File: config.mk
export PLATFORM = sky130hd
export DESIGN_NAME = padbid_halfduplex_ctrl
export DESIGN_NICKNAME = d
export VERILOG_FILES = /design/src/rtl/padbid_halfduplex_ctrl.sv
export SDC_FILE = /design/constraint.sdc
export NUM_CORES = 1
export LEC_CHECK = 0
export CELL_PAD_IN_SITES_DETAIL_PLACEMENT = 0
export CELL_PAD_IN_SITES_GLOBAL_PLACEMENT = 1
export CORE_MARGIN = 5
export CORE_UTILIZATION = 30
export CTS_CLUSTER_DIAMETER = 150
export DETAILED_ROUTE_END_ITERATION = 8
export PLACE_DENSITY = 0.65
export SLEW_MARGIN = 10
export SYNTH_ARGS = -nofsm -noshare
export SYNTH_HDL_FRONTEND = slang
export SYNTH_SLANG_ARGS = --single-unit
File: constraint.sdc
create_clock -name CK -period 2.4 [get_ports CK]
set_input_delay 0.36 -clock CK [delete_from_list [all_inputs] [get_ports CK]]
set_output_delay 0.36 -clock CK [all_outputs]
set_load 0.05 [all_outputs]
File: src/rtl/padbid_halfduplex_ctrl.sv
// Core-side half-duplex controller for a single PADBID bidirectional pad.
// One exchange: framed command out (start 0, WIDTH data bits LSB first,
// stop 1), line turnaround, then a framed response back from the far end.
// Every output is registered from the next state, so pad_oen/pad_i change
// only on the clock edge and the first frame bit appears right after the
// accept edge. With a zero-delay responder, rx_valid is high in the cycle
// that follows edge (WIDTH+2)+TURN_CYCLES+1+WIDTH+1 after the accept edge.
module padbid_halfduplex_ctrl #(
  parameter int WIDTH       = 8,
  parameter int TURN_CYCLES = 2,
  parameter int TIMEOUT     = 16
) (
  input  logic             CK,
  input  logic             RST,
  input  logic             tx_valid,
  output logic             tx_ready,
  input  logic [WIDTH-1:0] tx_data,
  output logic             rx_valid,
  output logic [WIDTH-1:0] rx_data,
  output logic             rx_err_timeout,
  output logic             rx_err_stop,
  output logic             busy,
  output logic             pad_i,
  output logic             pad_oen,
  input  logic             pad_c
);

  localparam int              BCW       = $clog2(WIDTH + 1);
  localparam logic [BCW-1:0]  BIT_LAST  = BCW'(WIDTH - 1);
  localparam logic [7:0]      TURN_LAST = 8'(TURN_CYCLES - 1);
  localparam logic [7:0]      TMO_LAST  = 8'(TIMEOUT - 1);

  typedef enum logic [3:0] {
    S_IDLE     = 4'd0,
    S_TX_START = 4'd1,
    S_TX_DATA  = 4'd2,
    S_TX_STOP  = 4'd3,
    S_TURN     = 4'd4,
    S_WAIT     = 4'd5,
    S_RX_DATA  = 4'd6,
    S_RX_STOP  = 4'd7,
    S_DONE     = 4'd8
  } state_t;

  state_t           r_state;
  state_t           w_state_nxt;
  logic [BCW-1:0]   r_bit_cnt;
  logic [7:0]       r_tmo_cnt;
  logic [WIDTH-1:0] r_tx_sh;
  logic [WIDTH-1:0] r_rx_sh;
  logic [WIDTH:0]   w_rx_cat;
  logic             w_tmo_hit;
  logic             w_stop_bad;
  logic             w_pad_oen_nxt;
  logic             w_pad_i_nxt;

  // The new line bit enters at the MSB; after WIDTH shifts the first bit is the LSB.
  assign w_rx_cat = {pad_c, r_rx_sh};

  // Next-state logic plus the two error conditions that are latched when entering DONE.
  always_comb begin
    w_state_nxt = r_state;
    w_tmo_hit   = 1'b0;
    w_stop_bad  = 1'b0;
    case (r_state)
      S_IDLE: begin
        if (tx_valid && tx_ready) begin
          w_state_nxt = S_TX_START;
        end else begin
          w_state_nxt = S_IDLE;
        end
      end
      S_TX_START: w_state_nxt = S_TX_DATA;
      S_TX_DATA: begin
        if (r_bit_cnt == BIT_LAST) begin
          w_state_nxt = S_TX_STOP;
        end else begin
          w_state_nxt = S_TX_DATA;
        end
      end
      S_TX_STOP: w_state_nxt = S_TURN;
      S_TURN: begin
        if (r_tmo_cnt == TURN_LAST) begin
          w_state_nxt = S_WAIT;
        end else begin
          w_state_nxt = S_TURN;
        end
      end
      S_WAIT: begin
        // A start bit on the final search cycle still wins over the timeout.
        if (!pad_c) begin
          w_state_nxt = S_RX_DATA;
        end else if (r_tmo_cnt == TMO_LAST) begin
          w_state_nxt = S_DONE;
          w_tmo_hit   = 1'b1;
        end else begin
          w_state_nxt = S_WAIT;
        end
      end
      S_RX_DATA: begin
        if (r_bit_cnt == BIT_LAST) begin
          w_state_nxt = S_RX_STOP;
        end else begin
          w_state_nxt = S_RX_DATA;
        end
      end
      S_RX_STOP: begin
        w_state_nxt = S_DONE;
        w_stop_bad  = ~pad_c;
      end
      S_DONE:  w_state_nxt = S_IDLE;
      default: w_state_nxt = S_IDLE;
    endcase
  end

  // Pad drive for the upcoming state; only the TX frame states enable the driver.
  always_comb begin
    w_pad_oen_nxt = 1'b1;
    w_pad_i_nxt   = 1'b1;
    case (w_state_nxt)
      S_TX_START: begin
        w_pad_oen_nxt = 1'b0;
        w_pad_i_nxt   = 1'b0;
      end
      S_TX_DATA: begin
        w_pad_oen_nxt = 1'b0;
        w_pad_i_nxt   = r_tx_sh[0];
      end
      S_TX_STOP: begin
        w_pad_oen_nxt = 1'b0;
        w_pad_i_nxt   = 1'b1;
      end
      default: begin
        w_pad_oen_nxt = 1'b1;
        w_pad_i_nxt   = 1'b1;
      end
    endcase
  end

  // State register and registered outputs, all derived from the next state.
  always_ff @(posedge CK) begin
    if (RST) begin
      r_state        <= S_IDLE;
      tx_ready       <= 1'b1;
      busy           <= 1'b0;
      pad_oen        <= 1'b1;
      pad_i          <= 1'b1;
      rx_valid       <= 1'b0;
      rx_err_timeout <= 1'b0;
      rx_err_stop    <= 1'b0;
      rx_data        <= '0;
    end else begin
      r_state        <= w_state_nxt;
      tx_ready       <= (w_state_nxt == S_IDLE);
      busy           <= (w_state_nxt != S_IDLE);
      pad_oen        <= w_pad_oen_nxt;
      pad_i          <= w_pad_i_nxt;
      rx_valid       <= (w_state_nxt == S_DONE);
      rx_err_timeout <= w_tmo_hit;
      rx_err_stop    <= w_stop_bad;
      // A received frame (good or bad stop) replaces rx_data; a timeout keeps the old word.
      if (r_state == S_RX_STOP) begin
        rx_data <= r_rx_sh;
      end else begin
        rx_data <= rx_data;
      end
    end
  end

  // Bit and cycle counters: cleared on every state entry, advanced only where they are used.
  always_ff @(posedge CK) begin
    if (RST) begin
      r_bit_cnt <= '0;
      r_tmo_cnt <= 8'd0;
    end else if (w_state_nxt != r_state) begin
      r_bit_cnt <= '0;
      r_tmo_cnt <= 8'd0;
    end else begin
      if ((r_state == S_TX_DATA) || (r_state == S_RX_DATA)) begin
        r_bit_cnt <= r_bit_cnt + 1'b1;
      end else begin
        r_bit_cnt <= r_bit_cnt;
      end
      if ((r_state == S_TURN) || (r_state == S_WAIT)) begin
        r_tmo_cnt <= r_tmo_cnt + 8'd1;
      end else begin
        r_tmo_cnt <= r_tmo_cnt;
      end
    end
  end

  // TX word is loaded on accept and shifted out one bit per TX_DATA cycle; RX bits shift in.
  always_ff @(posedge CK) begin
    if (RST) begin
      r_tx_sh <= '0;
      r_rx_sh <= '0;
    end else begin
      if ((r_state == S_IDLE) && (w_state_nxt == S_TX_START)) begin
        r_tx_sh <= tx_data;
      end else if (w_state_nxt == S_TX_DATA) begin
        r_tx_sh <= r_tx_sh >> 1'b1;
      end else begin
        r_tx_sh <= r_tx_sh;
      end
      if (r_state == S_RX_DATA) begin
        r_rx_sh <= w_rx_cat[WIDTH:1];
      end else begin
        r_rx_sh <= r_rx_sh;
      end
    end
  end

endmodule

==> flow_summary_export.csv, run 1 <==
group,metric,value,unit
flow_run,max_cap_violations,0,
synthesis,ys_top_cells_by_area,"dfxtp_1 (48%), nor2_1 (7.4%), nand2_1 (6.8%)",
sta,fmax,496,MHz
synthesis,syn_nets,240,
floorplan,fp-row-count,29,
sta,finalCritPeriodShare,84.0,%
synthesis,synth_edf_count,0,
detailed_routing,drc,0,
detailed_routing,viasPerCell,4.80,
synthesis,synth-simple-area-share,28.4,%
floorplan,coreArea,6390,sq um
place,place_inst,321,
final_layout,area_growth,22.1,%
sta,finalSetupViolations,0,
worst_setup_path,cp-end-kind,"flip-flop",
clocking,post_cts_resize_count,0,
final_layout,fin_cells,329,
clocking,cts_setup_buffers,0,
synthesis,synth_top_family_by_area,"simple AND/OR/NAND/NOR gates",
clocking,cts_buffer_depth,2,
final_layout,utilization,37.8,%
worst_hold_path,hold_start,"rx_data[2]",
worst_setup_path,path_max_fanout,14,
status,status,"finished clean",
global_routing,grt_max_degree,18,
final_layout,layout-drive-gt1-share,7.94,%
floorplan,die_x,91.1,um
sta,slew_viol_final,0,
synthesis,synthArstFlopShare,0,%
global_routing,antenna_found_initial,0,
synthesis,syn_area,1970,sq um
final_layout,multi_input_area,966,sq um
detailed_routing,dr.pass1.iters,4,
worst_setup_path,path_class,"reg -> reg",
clocking,root_buffer,"clkbuf_8",
sta,min_period,2020,ps
clocking,clk_latency,300,ps
place,post-dp-hpwl,2930,um
sta,fin_tns_setup,0,ps
global_routing,first_global_vias,1505,
synthesis,yosys.area.top_type_share,47.7,%
final_layout,seq_area,941,sq um
worst_hold_path,hold_path_class,"reg -> reg",
synthesis,yosys.area.top_type,"dfxtp_1",
power,power_density,654,nW/um^2
synthesis,yosys-mux-area-fraction,4.56,%
detailed_routing,avgRoutedWirePerCell,12.4,um
global_routing,gr-total-overflow,0,
place,place_congestion,0.746,
synthesis,synth.distinct_cells,42,
worst_setup_path,startpoint,"r_state[3]",
detailed_routing,first_iter_violations,112,
synthesis,yosysWarnings,0,
clocking,clk_pin_slew_worst_paths,90,ps
synthesis,synth_fa_ha_area_share,1.90,%
clocking,cts_tree,"built",
final_layout,fillers,692,
clocking,ctsHoldBuffers,0,
sta,hold_viol,0,
clocking,clock_sinks,47,
floorplan,io_pins,27,
place,placed_area,2310,sq um
final_layout,antenna_cells,0,
global_routing,grt_pass1_wl,7020,um
synthesis,synth_ff_type,"dfxtp_1",
worst_setup_path,cp-start-kind,"flip-flop",
clocking,cts_made_buffers,5,
power,leakage,0.831,nW
synthesis,synth_xor_area_share,4.44,%
synthesis,avgSynthCellArea,8.78,sq um
detailed_routing,vias,1579,
worst_setup_path,r2r_start,"r_state[3]",
sta,slew_headroom,66.6,%
power,vdd_drop_max,0.000238,V
floorplan,dieHeight,91.1,um
synthesis,seq_area_frac_synth,47.7,%
final_layout,design_area,2410,sq um
sta,tightest_slew,500,ps
synthesis,syn_inst,225,
sta,rsz0062_at_grt,"false",
synthesis,ys_ff_latch,47,
worst_setup_path,crit_arrival,2250,ps
floorplan,die_area,8300,sq um
detailed_routing,wl,4090,um
detailed_routing,ant_nets,0,
final_layout,nets,266,
worst_setup_path,cp.required,2630,ps
clocking,cts.htree.levels,2,
floorplan,start_util,30.9,%
synthesis,synth_compound_area_share,9.63,%
sta,hold_ws,457,ps
place,portBuffers,26,
global_routing,grt.total_usage,10.1,%
sta,fin_skew,7.97,ps
-- layout make-up --
class / instances / share of cell area [%]
multi-input cells: 164 / 40.1
clock buffers: 6 / 3.43
clock inverters: 2 / 0.675
repair buffers: 32 / 12.7
flip-flops and latches: 47 / 39.0
inverters: 1 / 0.156
well taps: 77 / 4.00
-- routing by layer --
layer  track usage, %  vias to the layer above  share of wire [%]
li1                 -                      825                  -
met1             12.8                      724                 50
met2             15.8                       23                 45
met3             3.22                        7                4.2
met4             4.03                        0                1.5
met5                0                        -                  0
-- synth_stat cells, types with 2 or more instances --
cell type / instances
a21oi_1: 14
buf_4: 3
nor3_1: 3
nor2_1: 39
nand3_1: 3
ha_1: 3
nor3b_2: 2
a311oi_1: 7
dfxtp_1: 47
and3b_1: 2
nor2b_1: 3
nand4_1: 6
nor4_1: 2
nand2b_1: 2
nand2_1: 36
mux2i_1: 9
xor2_1: 4
buf_2: 3
and4_1: 2
xnor2_1: 6
and3_1: 2
clkbuf_1: 7
-- registers in the layout, summed over array words and instances, names as in the netlist --
signal	cells
rx_err_timeout	1
rx_valid	1
r_state	4
pad_oen	1
tx_ready	1
r_bit_cnt	4
pad_i	1
r_rx_sh	8
busy	1
r_tmo_cnt	8
r_tx_sh	8
rx_data	8
rx_err_stop	1
-- per-stage QoR --
step / total power [mW] / worst slack, ps
floorplan: 1.01 / 666
global placement: 1.09 / 418
detailed placement: 1.09 / 392
CTS: 1.60 / 365
global route: 1.66 / 210
finish: 1.58 / 384
-- final timing paths --
kind / endpoint / slack (ps) / cells past startpoint
max: r_tmo_cnt[6] / 380 / 6
min: rx_data[2] / 460 / 2
max reg2reg: r_tmo_cnt[6] / 380 / 6
min reg2reg: rx_data[2] / 460 / 2
-- cells in the final DEF (no fill, tap or decap), types with 3 or more instances in the layout --
cell type,instances
a21oi_1,14
a311oi_1,7
buf_4,6
clkbuf_8,6
clkdlybuf4s50_1,26
dfxtp_1,47
ha_1,3
mux2i_1,9
nand2_1,36
nand3_1,3
nand4_1,6
nor2_1,39
nor2b_1,3
nor3_1,3
xnor2_1,6
xor2_1,4
-- critical path: stages (launching register included) --
cell     delay, ps
dfxtp_1        630
nor2_1         210
and4_1         280
o41ai_1        320
nand4_1        170
buf_4          220
nor2_1         110
-- where the power goes --
part | switching, mW | internal (mW) | leakage (nW)
combinational | 0.134 | 0.0931 | 0.402
sequential | 0.0282 | 0.815 | 0.382
clock | 0.271 | 0.235 | 0.0474
total | 0.434 | 1.14 | 0.831
-- cell families (layout without fill, tap and decap cells) --
logic type	after synthesis	after routing
DFF	47	47
xor gates and xnor gates	10	10
adders and majority gates	3	3
AOI/OAI and AO/OA	29	29
muxes	9	9
buffers and inverters	14	41
and+or+nand+nor	113	113
Power figures use the tool's default switching activity.
==> run 2, diff against run 1 <==
PLACE_DENSITY = 0.67   (was 0.65)
clock period = 1.7 ns   (was 2.4 ns; I/O delays follow)
==> run 2 against run 1 <==
The run now ends with negative setup slack left. Power up 46%. Utilization increased by 4.8 points. Register-to-register slack worse by 480 ps. Clock skew fell by 1.6 ps. Setup slack got worse by 480 ps. Critical path depth decreased by 1. Fmax rose by 12%. Global-route usage increased by 1.3 points. Final cell count rose by 8.8%. Critical endpoint is now pad_oen. Cell area is 13% higher.
==> flow_summary_export.csv, run 2 (synthesized netlist as in run 1, its figures left out) <==
group,metric,value,unit
global_routing,grt.total_usage,11.4,%
worst_setup_path,cp-start-kind,"flip-flop",
worst_setup_path,r2r_start,"r_tmo_cnt[7]",
detailed_routing,vias,1688,
power,power_frac_comb,18.4,%
place,placed_area,2470,sq um
sta,tightest_slew,403,ps
sta,fin_skew,6.37,ps
clocking,cts.htree.levels,2,
worst_setup_path,crit_chain,"or4_4, and3b_2, nor3_2, and3_4, or3_1",
floorplan,dieHeight,91.1,um
clocking,ctsHoldBuffers,0,
sta,setup_ws,-101,ps
clocking,cts_made_buffers,5,
sta,finalSetupViolations,20,
floorplan,start_util,30.9,%
clocking,cts_tree,"built",
detailed_routing,wl,4550,um
worst_setup_path,cp-end-kind,"flip-flop",
floorplan,fp-row-count,29,
sta,hold_viol,0,
flow_run,max_cap_violations,0,
power,pwr-share-clk,30.2,%
worst_setup_path,r2r_cells,5,
place,post-dp-hpwl,3220,um
worst_setup_path,cpMaxStageDelayCell,"or4_4",
power,leakage,1.01,nW
sta,fin_tns_setup,-746,ps
worst_setup_path,path_class,"reg -> reg",
sta,slew_viol_final,0,
sta,finalCritPeriodShare,106,%
floorplan,die_area,8300,sq um
floorplan,io_pins,27,
worst_setup_path,startpoint,"r_tmo_cnt[7]",
final_layout,layout-drive-gt1-share,31.3,%
sta,rsz0062_at_grt,"true",
place,portBuffers,26,
power,p_int,1.64,mW
sta,slew_headroom,73.0,%
floorplan,coreArea,6390,sq um
detailed_routing,drc,0,
power,vdd_drop_max,0.000464,V
power,finalPower,2.31,mW
sta,hold_ws,458,ps
clocking,cts_buffer_depth,2,
clocking,root_buffer,"clkbuf_8",
power,power_density,850,nW/um^2
global_routing,gr-total-overflow,0,
sta,min_period,1800,ps
worst_hold_path,hold_start,"rx_data[5]",
final_layout,utilization,42.6,%
floorplan,die_x,91.1,um
final_layout,layout_commonest_cell,"buf_4",
status,violations,"negative setup slack",
worst_setup_path,crit_arrival,1990,ps
worst_setup_path,cp.required,1890,ps
worst_hold_path,whs_path_depth,2,
global_routing,grt_pass1_wl,7830,um
detailed_routing,first_iter_violations,58,
detailed_routing,viasPerCell,4.72,
global_routing,grt_max_degree,27,
global_routing,antenna_found_initial,0,
detailed_routing,avgRoutedWirePerCell,12.7,um
final_layout,area_growth,37.6,%
power,pwr-share-seq,51.4,%
sta,fmax,555,MHz
detailed_routing,ant_nets,0,
worst_hold_path,hold_path_class,"reg -> reg",
worst_setup_path,slowest_delay,560,ps
worst_setup_path,path_max_fanout,4,
global_routing,first_global_vias,1732,
clocking,clock_sinks,47,
final_layout,layout_common_cells,"buf_4 (47), dfxtp_1 (41), nand2_1 (36)",
final_layout,design_area,2720,sq um
final_layout,nets,295,
status,status,"complete, but fails checks",
power,p_switching,0.668,mW
place,place_congestion,0.822,
detailed_routing,dr.pass1.iters,4,
clocking,clk_pin_slew_worst_paths,90,ps
clocking,clk_latency,300,ps
power,switching_share,28.9,%
final_layout,antenna_cells,0,
## run 2: changes by cell type in the layout (fill, tap and decap cells not counted), moves of 5 or more
cell             previous run  this run
nor2_1                     39        34
nor2_2                      0         5
dfxtp_1                    47        41
clkdlybuf4s50_1            26        11
dfxtp_2                     0         6
buf_4                       6        47
## run 2: worst max-delay path: cells and delay by family, from the launching register on
family / cells / cell delay (ps)
and+or+nand+nor: 5 / 1370
DFF: 1 / 330
## run 2: layout make-up
cell class | count | area, sq um
Inverter | 1 | 3.75
Multi-Input combinational cell | 165 | 1090
Clock inverter | 3 | 25.0
Fill cell | 645 | 3670
Clock buffer | 5 | 68.8
Sequential cell | 47 | 948
Timing Repair Buffer | 60 | 485
Tap cell | 77 | 96.3
## run 2: power by group through the flow
stage          Sequential, mW  Clock, mW  Combinational (mW)
3_5_place_dp             1.21          0               0.371
5_1_grt                  1.19      0.776               0.464
4_1_cts                  1.19      0.731               0.401
3_3_place_gp             1.21          0               0.368
2_1_floorplan            1.25          0               0.184
6_report                 1.19      0.697               0.425
## run 2: path summary, 6_finish.rpt
check	to	slack, ps
worst min register to register	rx_data[5]	460
worst max-delay path	pad_oen	-100
worst max register to register	pad_oen	-100
worst min-delay path	rx_data[5]	460
## run 2: per-stage QoR
stage,worst slack [ps],std cells
after floorplan,-1.86,225
after global placement,-84.3,346
after detailed placement,-125,346
after CTS,-72.5,356
after global routing,-142,358
final,-101,358
## run 2: metal layers
layer	wire length [um]	vias up	global-route usage [%]	share of wire (%)
met2	2260	22	19.7	50
met1	2050	773	13.2	45
met3	175	7	3.64	3.8
li1	-	886	-	-
met5	0	-	0	0
met4	72	0	3.67	1.6
## run 2: what timing repair did
action                                  4_1_cts  5_1_grt
gates cloned                                  0        1
endpoints found under the hold margin         0        0
resized for setup                            10       19
setup buffers                                 2        1
pin swaps                                     3        5
endpoints found under the setup margin       20       23
